--- src/rtl/bitnet_dot_acc_if.sv ---
// Stream bundle for bitnet_dot_acc: beat input (activations + FP4 weights)
// and frame-result output, each with its own valid/ready pair.
interface bitnet_dot_acc_if #(
  parameter int unsigned LANES = 4,
  parameter int unsigned A_W   = 8,
  parameter int unsigned ACC_W = 16
);
  logic                   in_valid;
  logic                   in_ready;
  logic                   in_first;
  logic                   in_last;
  logic [LANES*A_W-1:0]   a_vec;
  logic [LANES*4-1:0]     w_vec;
  logic                   out_valid;
  logic                   out_ready;
  logic [ACC_W-1:0]       out_data;
  logic                   out_sat;

  // Upstream streamers and downstream requantiser side.
  modport master (
    output in_valid, in_first, in_last, a_vec, w_vec, out_ready,
    input  in_ready, out_valid, out_data, out_sat
  );

  // The dot-product accumulator itself.
  modport slave (
    input  in_valid, in_first, in_last, a_vec, w_vec, out_ready,
    output in_ready, out_valid, out_data, out_sat
  );
endinterface

--- src/rtl/bitnet_dot_acc.sv ---
// Pipelined LANES-wide int8 x FP4-E3M0 shift-add dot product with a saturating
// per-frame accumulator and a valid/ready frame-result output.
module bitnet_dot_acc #(
  parameter int unsigned LANES = 4,
  parameter int unsigned A_W   = 8,
  parameter int unsigned ACC_W = 16
) (
  input  logic           clk,
  input  logic           reset,
  bitnet_dot_acc_if.slave bus
);

  localparam int unsigned TERM_W = A_W + 8;
  localparam int unsigned SUM_W  = TERM_W + $clog2(LANES);
  localparam int unsigned RAW_W  = ((ACC_W > SUM_W) ? ACC_W : SUM_W) + 1;

  localparam logic signed [RAW_W-1:0] RAW_MAX =
    {{(RAW_W-ACC_W+1){1'b0}}, {(ACC_W-1){1'b1}}};
  localparam logic signed [RAW_W-1:0] RAW_MIN =
    {{(RAW_W-ACC_W+1){1'b1}}, {(ACC_W-1){1'b0}}};
  localparam logic signed [ACC_W-1:0] SAT_POS = {1'b0, {(ACC_W-1){1'b1}}};
  localparam logic signed [ACC_W-1:0] SAT_NEG = {1'b1, {(ACC_W-1){1'b0}}};

  logic                     stall_c;
  logic                     accept_c;

  logic signed [TERM_W-1:0] term_c [LANES];
  logic signed [TERM_W-1:0] s1_term [LANES];
  logic                     s1_valid;
  logic                     s1_first;
  logic                     s1_last;

  logic signed [SUM_W-1:0]  sum_c;
  logic signed [SUM_W-1:0]  s2_sum;
  logic                     s2_valid;
  logic                     s2_first;
  logic                     s2_last;

  logic signed [RAW_W-1:0]  base_c;
  logic signed [RAW_W-1:0]  raw_c;
  logic                     pos_ovf_c;
  logic                     neg_ovf_c;
  logic signed [ACC_W-1:0]  next_c;
  logic                     sticky_next_c;

  logic signed [ACC_W-1:0]  acc;
  logic                     sticky;
  logic                     s3_valid;
  logic                     s3_last;
  logic signed [ACC_W-1:0]  s3_data;
  logic                     s3_sat;

  logic                     out_valid;
  logic [ACC_W-1:0]         out_data;
  logic                     out_sat;

  // A pending result that downstream refuses freezes the whole pipeline.
  assign stall_c      = out_valid & ~bus.out_ready;
  assign accept_c     = bus.in_valid & ~stall_c;
  assign bus.in_ready = ~stall_c;

  assign bus.out_valid = out_valid;
  assign bus.out_data  = out_data;
  assign bus.out_sat   = out_sat;

  // Weight decode: 0000 is zero, anything else is +/- (a << exp); 1000 is -a.
  always_comb begin
    for (int i = 0; i < int'(LANES); i++) begin
      term_c[i] = '0;
      if (bus.w_vec[i*4 +: 4] != 4'b0000) begin
        term_c[i] = TERM_W'($signed(bus.a_vec[i*A_W +: A_W])) <<< bus.w_vec[i*4 +: 3];
        if (bus.w_vec[i*4+3]) begin
          term_c[i] = -term_c[i];
        end
      end
    end
  end

  // S1: per-lane terms and beat framing.
  always_ff @(posedge clk) begin
    if (reset) begin
      s1_valid <= 1'b0;
      s1_first <= 1'b0;
      s1_last  <= 1'b0;
      for (int i = 0; i < int'(LANES); i++) begin
        s1_term[i] <= '0;
      end
    end else if (!stall_c) begin
      s1_valid <= accept_c;
      s1_first <= bus.in_first;
      s1_last  <= bus.in_last;
      for (int i = 0; i < int'(LANES); i++) begin
        s1_term[i] <= term_c[i];
      end
    end
  end

  // Lane reduction; the sum width grows by log2(LANES) so it is exact.
  always_comb begin
    sum_c = '0;
    for (int i = 0; i < int'(LANES); i++) begin
      sum_c = sum_c + SUM_W'(s1_term[i]);
    end
  end

  // S2: reduced beat sum.
  always_ff @(posedge clk) begin
    if (reset) begin
      s2_valid <= 1'b0;
      s2_first <= 1'b0;
      s2_last  <= 1'b0;
      s2_sum   <= '0;
    end else if (!stall_c) begin
      s2_valid <= s1_valid;
      s2_first <= s1_first;
      s2_last  <= s1_last;
      s2_sum   <= sum_c;
    end
  end

  // Accumulate at full width, then clamp every beat so later beats can recover.
  always_comb begin
    base_c        = s2_first ? '0 : RAW_W'(acc);
    raw_c         = base_c + RAW_W'(s2_sum);
    pos_ovf_c     = raw_c > RAW_MAX;
    neg_ovf_c     = raw_c < RAW_MIN;
    next_c        = ACC_W'(raw_c);
    if (pos_ovf_c) begin
      next_c = SAT_POS;
    end else if (neg_ovf_c) begin
      next_c = SAT_NEG;
    end
    sticky_next_c = (s2_first ? 1'b0 : sticky) | pos_ovf_c | neg_ovf_c;
  end

  // S3: accumulator/sticky update; a last beat hands off and clears them.
  always_ff @(posedge clk) begin
    if (reset) begin
      acc      <= '0;
      sticky   <= 1'b0;
      s3_valid <= 1'b0;
      s3_last  <= 1'b0;
      s3_data  <= '0;
      s3_sat   <= 1'b0;
    end else if (!stall_c) begin
      s3_valid <= s2_valid;
      s3_last  <= s2_last;
      if (s2_valid) begin
        s3_data <= next_c;
        s3_sat  <= sticky_next_c;
        acc     <= s2_last ? '0 : next_c;
        sticky  <= s2_last ? 1'b0 : sticky_next_c;
      end
    end
  end

  // Output register: holds while stalled, otherwise pops and/or reloads.
  always_ff @(posedge clk) begin
    if (reset) begin
      out_valid <= 1'b0;
      out_data  <= '0;
      out_sat   <= 1'b0;
    end else if (!stall_c) begin
      out_valid <= s3_valid & s3_last;
      if (s3_valid && s3_last) begin
        out_data <= s3_data;
        out_sat  <= s3_sat;
      end
    end
  end

endmodule

--- src/flat_wrapper.sv ---
// flat-port wrapper written by rule: the top's interface ports become plain ports
module bitnet_dot_acc_flat 
#(
  parameter int unsigned LANES = 4,
  parameter int unsigned A_W   = 8,
  parameter int unsigned ACC_W = 16
)
  (clk, reset, bus_in_valid, bus_in_first, bus_in_last, bus_a_vec, bus_w_vec, bus_out_ready, bus_in_ready, bus_out_valid, bus_out_data, bus_out_sat);
  bitnet_dot_acc_if #(.LANES(LANES), .A_W(A_W), .ACC_W(ACC_W)) bus_i ();
  input  logic clk;
  input  logic reset;
  input wire logic [$bits(bus_i.in_valid)-1:0] bus_in_valid;
  input wire logic [$bits(bus_i.in_first)-1:0] bus_in_first;
  input wire logic [$bits(bus_i.in_last)-1:0] bus_in_last;
  input wire logic [$bits(bus_i.a_vec)-1:0] bus_a_vec;
  input wire logic [$bits(bus_i.w_vec)-1:0] bus_w_vec;
  input wire logic [$bits(bus_i.out_ready)-1:0] bus_out_ready;
  output wire logic [$bits(bus_i.in_ready)-1:0] bus_in_ready;
  output wire logic [$bits(bus_i.out_valid)-1:0] bus_out_valid;
  output wire logic [$bits(bus_i.out_data)-1:0] bus_out_data;
  output wire logic [$bits(bus_i.out_sat)-1:0] bus_out_sat;
  assign bus_i.in_valid = bus_in_valid;
  assign bus_i.in_first = bus_in_first;
  assign bus_i.in_last = bus_in_last;
  assign bus_i.a_vec = bus_a_vec;
  assign bus_i.w_vec = bus_w_vec;
  assign bus_i.out_ready = bus_out_ready;
  assign bus_in_ready = bus_i.in_ready;
  assign bus_out_valid = bus_i.out_valid;
  assign bus_out_data = bus_i.out_data;
  assign bus_out_sat = bus_i.out_sat;
  bitnet_dot_acc #(.LANES(LANES), .A_W(A_W), .ACC_W(ACC_W)) u_core (.clk(clk), .reset(reset), .bus(bus_i));
endmodule
--- config.mk ---
export PLATFORM = sky130hd
export DESIGN_NAME = bitnet_dot_acc_flat
export DESIGN_NICKNAME = d
export VERILOG_FILES = /design/src/rtl/bitnet_dot_acc_if.sv /design/src/rtl/bitnet_dot_acc.sv /design/src/flat_wrapper.sv
export SDC_FILE = /design/constraint.sdc
export NUM_CORES = 1
export LEC_CHECK = 0
export CAP_MARGIN = 5
export CORE_MARGIN = 1
export CORE_UTILIZATION = 55
export CTS_CLUSTER_SIZE = 30
export DETAILED_ROUTE_END_ITERATION = 10
export PLACE_DENSITY = 0.71
export SLEW_MARGIN = 5
export SYNTH_ARGS = -nofsm -noshare
export SYNTH_HDL_FRONTEND = slang
export SYNTH_SLANG_ARGS = --single-unit
--- constraint.sdc ---
create_clock -name clk -period 4.2 [get_ports clk]
set_clock_uncertainty 0.1 [all_clocks]
set_input_delay 0.84 -clock clk [delete_from_list [all_inputs] [get_ports clk]]
set_output_delay 0.84 -clock clk [all_outputs]
set_load 0.02 [all_outputs]
==> results.rst, run 1 <==
.. list-table::
   :header-rows: 1

   * - Metric
     - Value
   * - Highest Clock Rate
     - 263 MHz
   * - Number of placed instances, taps included
     - between 1,000 and 1,500
   * - Data arrival time of the worst path
     - 4010 ps
   * - Share of the clock period used by the worst path after layout
     - approximately nine tenths
   * - Number of cells in the finished layout apart from fillers
     - ~1,400
   * - MaxCap Viol Count
     - 0
   * - Layout cells sized above 1
     - 10.9%
   * - Required time of the critical path
     - roughly 4400 ps
   * - Clock slew at the register clock pins of the worst setup and hold paths
     - ~70 ps
   * - Xor and xnor area share after synthesis
     - 6.10%
   * - Worst slew margin
     - 54.6%
   * - Number of sinks handled by clock tree synthesis
     - 142
   * - Failing checks
     - design-rule violations
   * - Area share of and/or/nand/nor cells after synthesis
     - 18.2%
   * - Leakage dissipation
     - 4.87 nW
   * - EDFF count, synth
     - 64
   * - Number of inserted diodes
     - 0
   * - Ratio of routed vias to standard cells
     - roughly 5.8
   * - CP endpoint kind
     - flip-flop
   * - Startpoint type of the worst setup path
     - flip-flop
   * - Netlist Area Pre-Place
     - ~0.01 mm2
   * - Power per cell area
     - 437 mW/mm2
   * - Largest family of logic cells by synthesized area
     - compound AO/OA/AOI/OAI gates
   * - Top-Level Pins
     - 73
   * - Clock tree root buffer cell
     - clkbuf_16
   * - Post-synthesis async set-or-reset flop share
     - 0%
   * - CTS tree
     - built
   * - Core Region
     - around 0.018 mm2
   * - Buffers added on ports
     - 72
   * - Netlist cell types
     - 86
   * - Global-route wire length before repair
     - 39,100 um
   * - Final hold vios
     - 0
   * - Initial core utilization
     - 56.4%
   * - Placed instance area
     - 0.0112 mm2
   * - Actual slew at the worst max-slew pin
     - 678 ps
   * - TNS Setup
     - 0 ps
   * - Final nets
     - 1,305
   * - Drt total wl
     - 23,400 um
   * - Final weighted congestion in routability-driven placement
     - 0.860
   * - Quantity of gates resized following cts
     - 0
   * - Remaining antenna violation count
     - 0
   * - Worst-case clock buffer depth
     - 2
   * - Maximum ir drop on the vdd rail
     - 0.263 mV
   * - Power consumption
     - between 0.005 and 0.006 W
   * - Fill cell instance count of the final layout
     - 1,504
   * - Adder-cell share of the synthesized area
     - 11.5%
   * - Tot GR Track Use
     - around a quarter
   * - Pre-Repair DR Iteration Count
     - 8
   * - RSZ-0062 raised after global routing
     - no
   * - Minimum period implied by the final worst setup slack
     - 3800 ps
   * - Sequential power share
     - 34.3%
   * - Antenna violations before repair
     - 0
   * - Part of the power in the clock network
     - roughly 29%
   * - Multiplexer share of the synthesized area
     - 7.80%
   * - Sequential fraction of the synthesis area
     - 34.2%
   * - Htree depth
     - 4
   * - Largest net degree at the start of global routing
     - 46
   * - Net Switching
     - 0.00182 W
   * - X dimension of the die
     - approximately 140 um
   * - Floorplan die area
     - 0.0191 mm2
   * - Final design area excluding fillers
     - 0.0118 mm2
   * - Number of buffers inserted for hold repair after clock tree synthesis
     - 0
   * - Count of yosys warnings during synthesis
     - 0
   * - Average routed wire per standard cell
     - 16.5 um
   * - CTS buffer count
     - 17
   * - Crit Path Category
     - flip-flop to flip-flop
   * - Status
     - finished, violations left
   * - Final setup violation count
     - 0
   * - Vias in the first global route
     - 7,850
   * - Drt drc
     - 2
   * - Rows
     - 49
   * - Class of the tightest hold or removal check
     - flip-flop to flip-flop
   * - Post-synthesis net count
     - 1,252
   * - Vias after detailed routing
     - 8,187
   * - Average cell area after synthesis
     - 9.06 um2
   * - Insertion delay to the later sink of the worst-skew pair
     - 430 ps
   * - Syn Inst Count
     - around 1,100
   * - Synthesized flop and latch total
     - ~140
   * - Largest fanout on the critical path
     - 3
   * - Overall overflow remaining after global route
     - 0
   * - HPWL after detailed placement
     - 17,800 um
   * - Switching power as a share of total power
     - 35.5%
   * - Share of the core filled with cells in the final layout
     - 65.0%
   * - Pint
     - 0.00331 W
   * - Growth of design area from synthesis to finish
     - 15.3%
   * - Final slew viol count
     - 0
   * - Most used DFF post-synth
     - dfxtp_1
   * - Number of setup buffers added after CTS
     - 0
   * - First DRT Iteration DRCs
     - 494
   * - Combinational fraction of design power
     - 36.7%
   * - Die height
     - about 140 um
   * - Synthesized-area fraction occupied by ao, oa, aoi and oai cells
     - 18.5%
[cell usage in the layout, fill, tap and decap left out, types with 7 or more instances in the layout]
| cell type | netlist | routed |
|---|---|---|
| nand3_1 | 25 | 25 |
| edfxtp_1 | 64 | 64 |
| inv_6 | 0 | 7 |
| buf_4 | 1 | 27 |
| mux2i_1 | 45 | 45 |
| nor2b_1 | 44 | 43 |
| o21ai_1 | 12 | 12 |
| nor2_1 | 105 | 105 |
| fa_1 | 34 | 34 |
| a211oi_1 | 16 | 16 |
| clkdlybuf4s50_1 | 0 | 71 |
| mux4_2 | 8 | 8 |
| or3_1 | 10 | 10 |
| nand2_1 | 155 | 155 |
| inv_1 | 23 | 22 |
| dfxtp_1 | 78 | 78 |
| and3_1 | 10 | 10 |
| a21oi_1 | 112 | 112 |
| nand2b_1 | 17 | 17 |
| o21ai_0 | 36 | 36 |
| a31oi_1 | 11 | 11 |
| mux2_2 | 7 | 7 |
| nor3_1 | 9 | 9 |
| clkbuf_16 | 0 | 18 |
| a21o_1 | 14 | 14 |
| xor2_1 | 33 | 33 |
| ha_1 | 39 | 39 |
| xnor2_1 | 38 | 38 |
[final timing paths]
path | slack (ps) | startpoint | end | depth (start not counted)
min | 350 | u_core.s3_data[10] | u_core.bus.out_data[10] | 2
max | 400 | u_core.s1_term[1][1] | u_core.s2_sum[17] | 14
max reg2reg | 400 | u_core.s1_term[1][1] | u_core.s2_sum[17] | 14
min reg2reg | 350 | u_core.s3_data[10] | u_core.bus.out_data[10] | 2
[synthesized netlist by cell type, types with 4 or more instances]
master    instances  area [um2]
o22ai_1           4        25.0
a211oi_1         16         120
inv_1            23        86.3
o21ai_0          36         180
xnor2_1          38         333
dfxtp_1          78        1560
o31ai_1           5        37.5
nand2_2           4        25.0
xor2_1           33         289
mux2i_1          45         450
a21oi_1         112         561
and3_1           10        62.6
buf_2            15        75.1
or3_1            10        62.6
o21bai_1          5        37.5
o21ai_1          12        60.1
mux4_2            8         180
ha_1             39         488
mux2_2            7        78.8
fa_1             34         681
nand2_1         155         582
and3b_1           4        35.0
nor3_1            9        45.0
o21a_1            4        30.0
o41ai_1           4        35.0
edfxtp_1         64        1920
clkbuf_1         46         173
a221oi_2          4        60.1
nor2_1          105         394
a21oi_2           6        52.6
nand2b_1         17         106
nor2b_1          44         275
nand3_1          25         125
a31oi_1          11        68.8
o31ai_2           4        50.1
a21o_1           14         105
[power groups by stage]
stage,logic (W),registers [W],clock network [W]
after floorplan,0.00148,0.00174,0
after global placement,0.00182,0.00179,0
after detailed placement,0.00185,0.00179,0
after CTS,0.00187,0.00177,0.00151
after global routing,0.00210,0.00178,0.00157
final,0.00188,0.00176,0.00149
[area by class of cell]
class	count	area (um2)	share of cell area (%)
Clock inverter	14	136	1.16
Inverter	24	90.1	0.766
Clock buffer	18	450	3.83
Multi-Input combinational cell	893	6370	54.2
Timing Repair Buffer	100	938	7.98
Sequential cell	142	3480	29.6
Tap cell	229	287	2.44
[per-stage QoR]
stage / hold WS, ps / setup slack (ps)
floorplan: 327 / 678
global placement: 341 / 400
detailed placement: 344 / 379
CTS: 354 / 370
global route: 365 / 106
finish: 348 / 400
[worst max-delay path: stages, from the launching register on]
cell and delay (ps):
edfxtp_1 400, fa_1 590, fa_1 440, ha_1 220, inv_1 70, fa_1 180, nor2b_1 60, o21ai_0 210
a21oi_1 140, o21a_1 220, a41o_1 260, o41a_1 350, a31oi_1 210, xnor2_1 140, a21oi_1 80
[registers in the layout, summed over array words and instances (netlist names)]
name                  cells
u_core.s1_term           64
u_core.s2_sum            18
u_core.acc               16
u_core.bus.out_data      16
u_core.s3_data           16
u_core.bus.out_sat        1
u_core.bus.out_valid      1
u_core.s1_first           1
u_core.s1_last            1
u_core.s1_valid           1
u_core.s2_first           1
u_core.s2_last            1
u_core.s2_valid           1
u_core.s3_last            1
u_core.s3_sat             1
u_core.s3_valid           1
u_core.sticky             1
[routing by layer]
metal  up-vias  part of all wire, %  global-route usage, %
met5         -                    0                      0
met1      3864                   45                   33.2
met3        34                  4.0                   3.50
met2       202                   48                   43.5
li1       4087                    -                      -
met4         0                  2.8                   9.88
[logic make-up after synthesis]
family / Yosys count
and+or+nand+nor: 401
AOI/OAI and AO/OA: 283
DFF: 142
buffers and inverters: 90
adders and majority gates: 73
xor gates and xnor gates: 71
muxes: 65
Power figures use the tool's default switching activity.
==> inputs of run 2 (changes only) <==
--- a/config.mk
+++ b/config.mk
@@ -11,7 +11,7 @@
 export CTS_CLUSTER_SIZE = 30
 export DETAILED_ROUTE_END_ITERATION = 10
 export PLACE_DENSITY = 0.71
-export SLEW_MARGIN = 5
+export SLEW_MARGIN = 20
 export SYNTH_ARGS = -nofsm -noshare
 export SYNTH_HDL_FRONTEND = slang
 export SYNTH_SLANG_ARGS = --single-unit
==> results of run 2 <==
The final DEF is identical to that of run 1; final timing and power are the same.
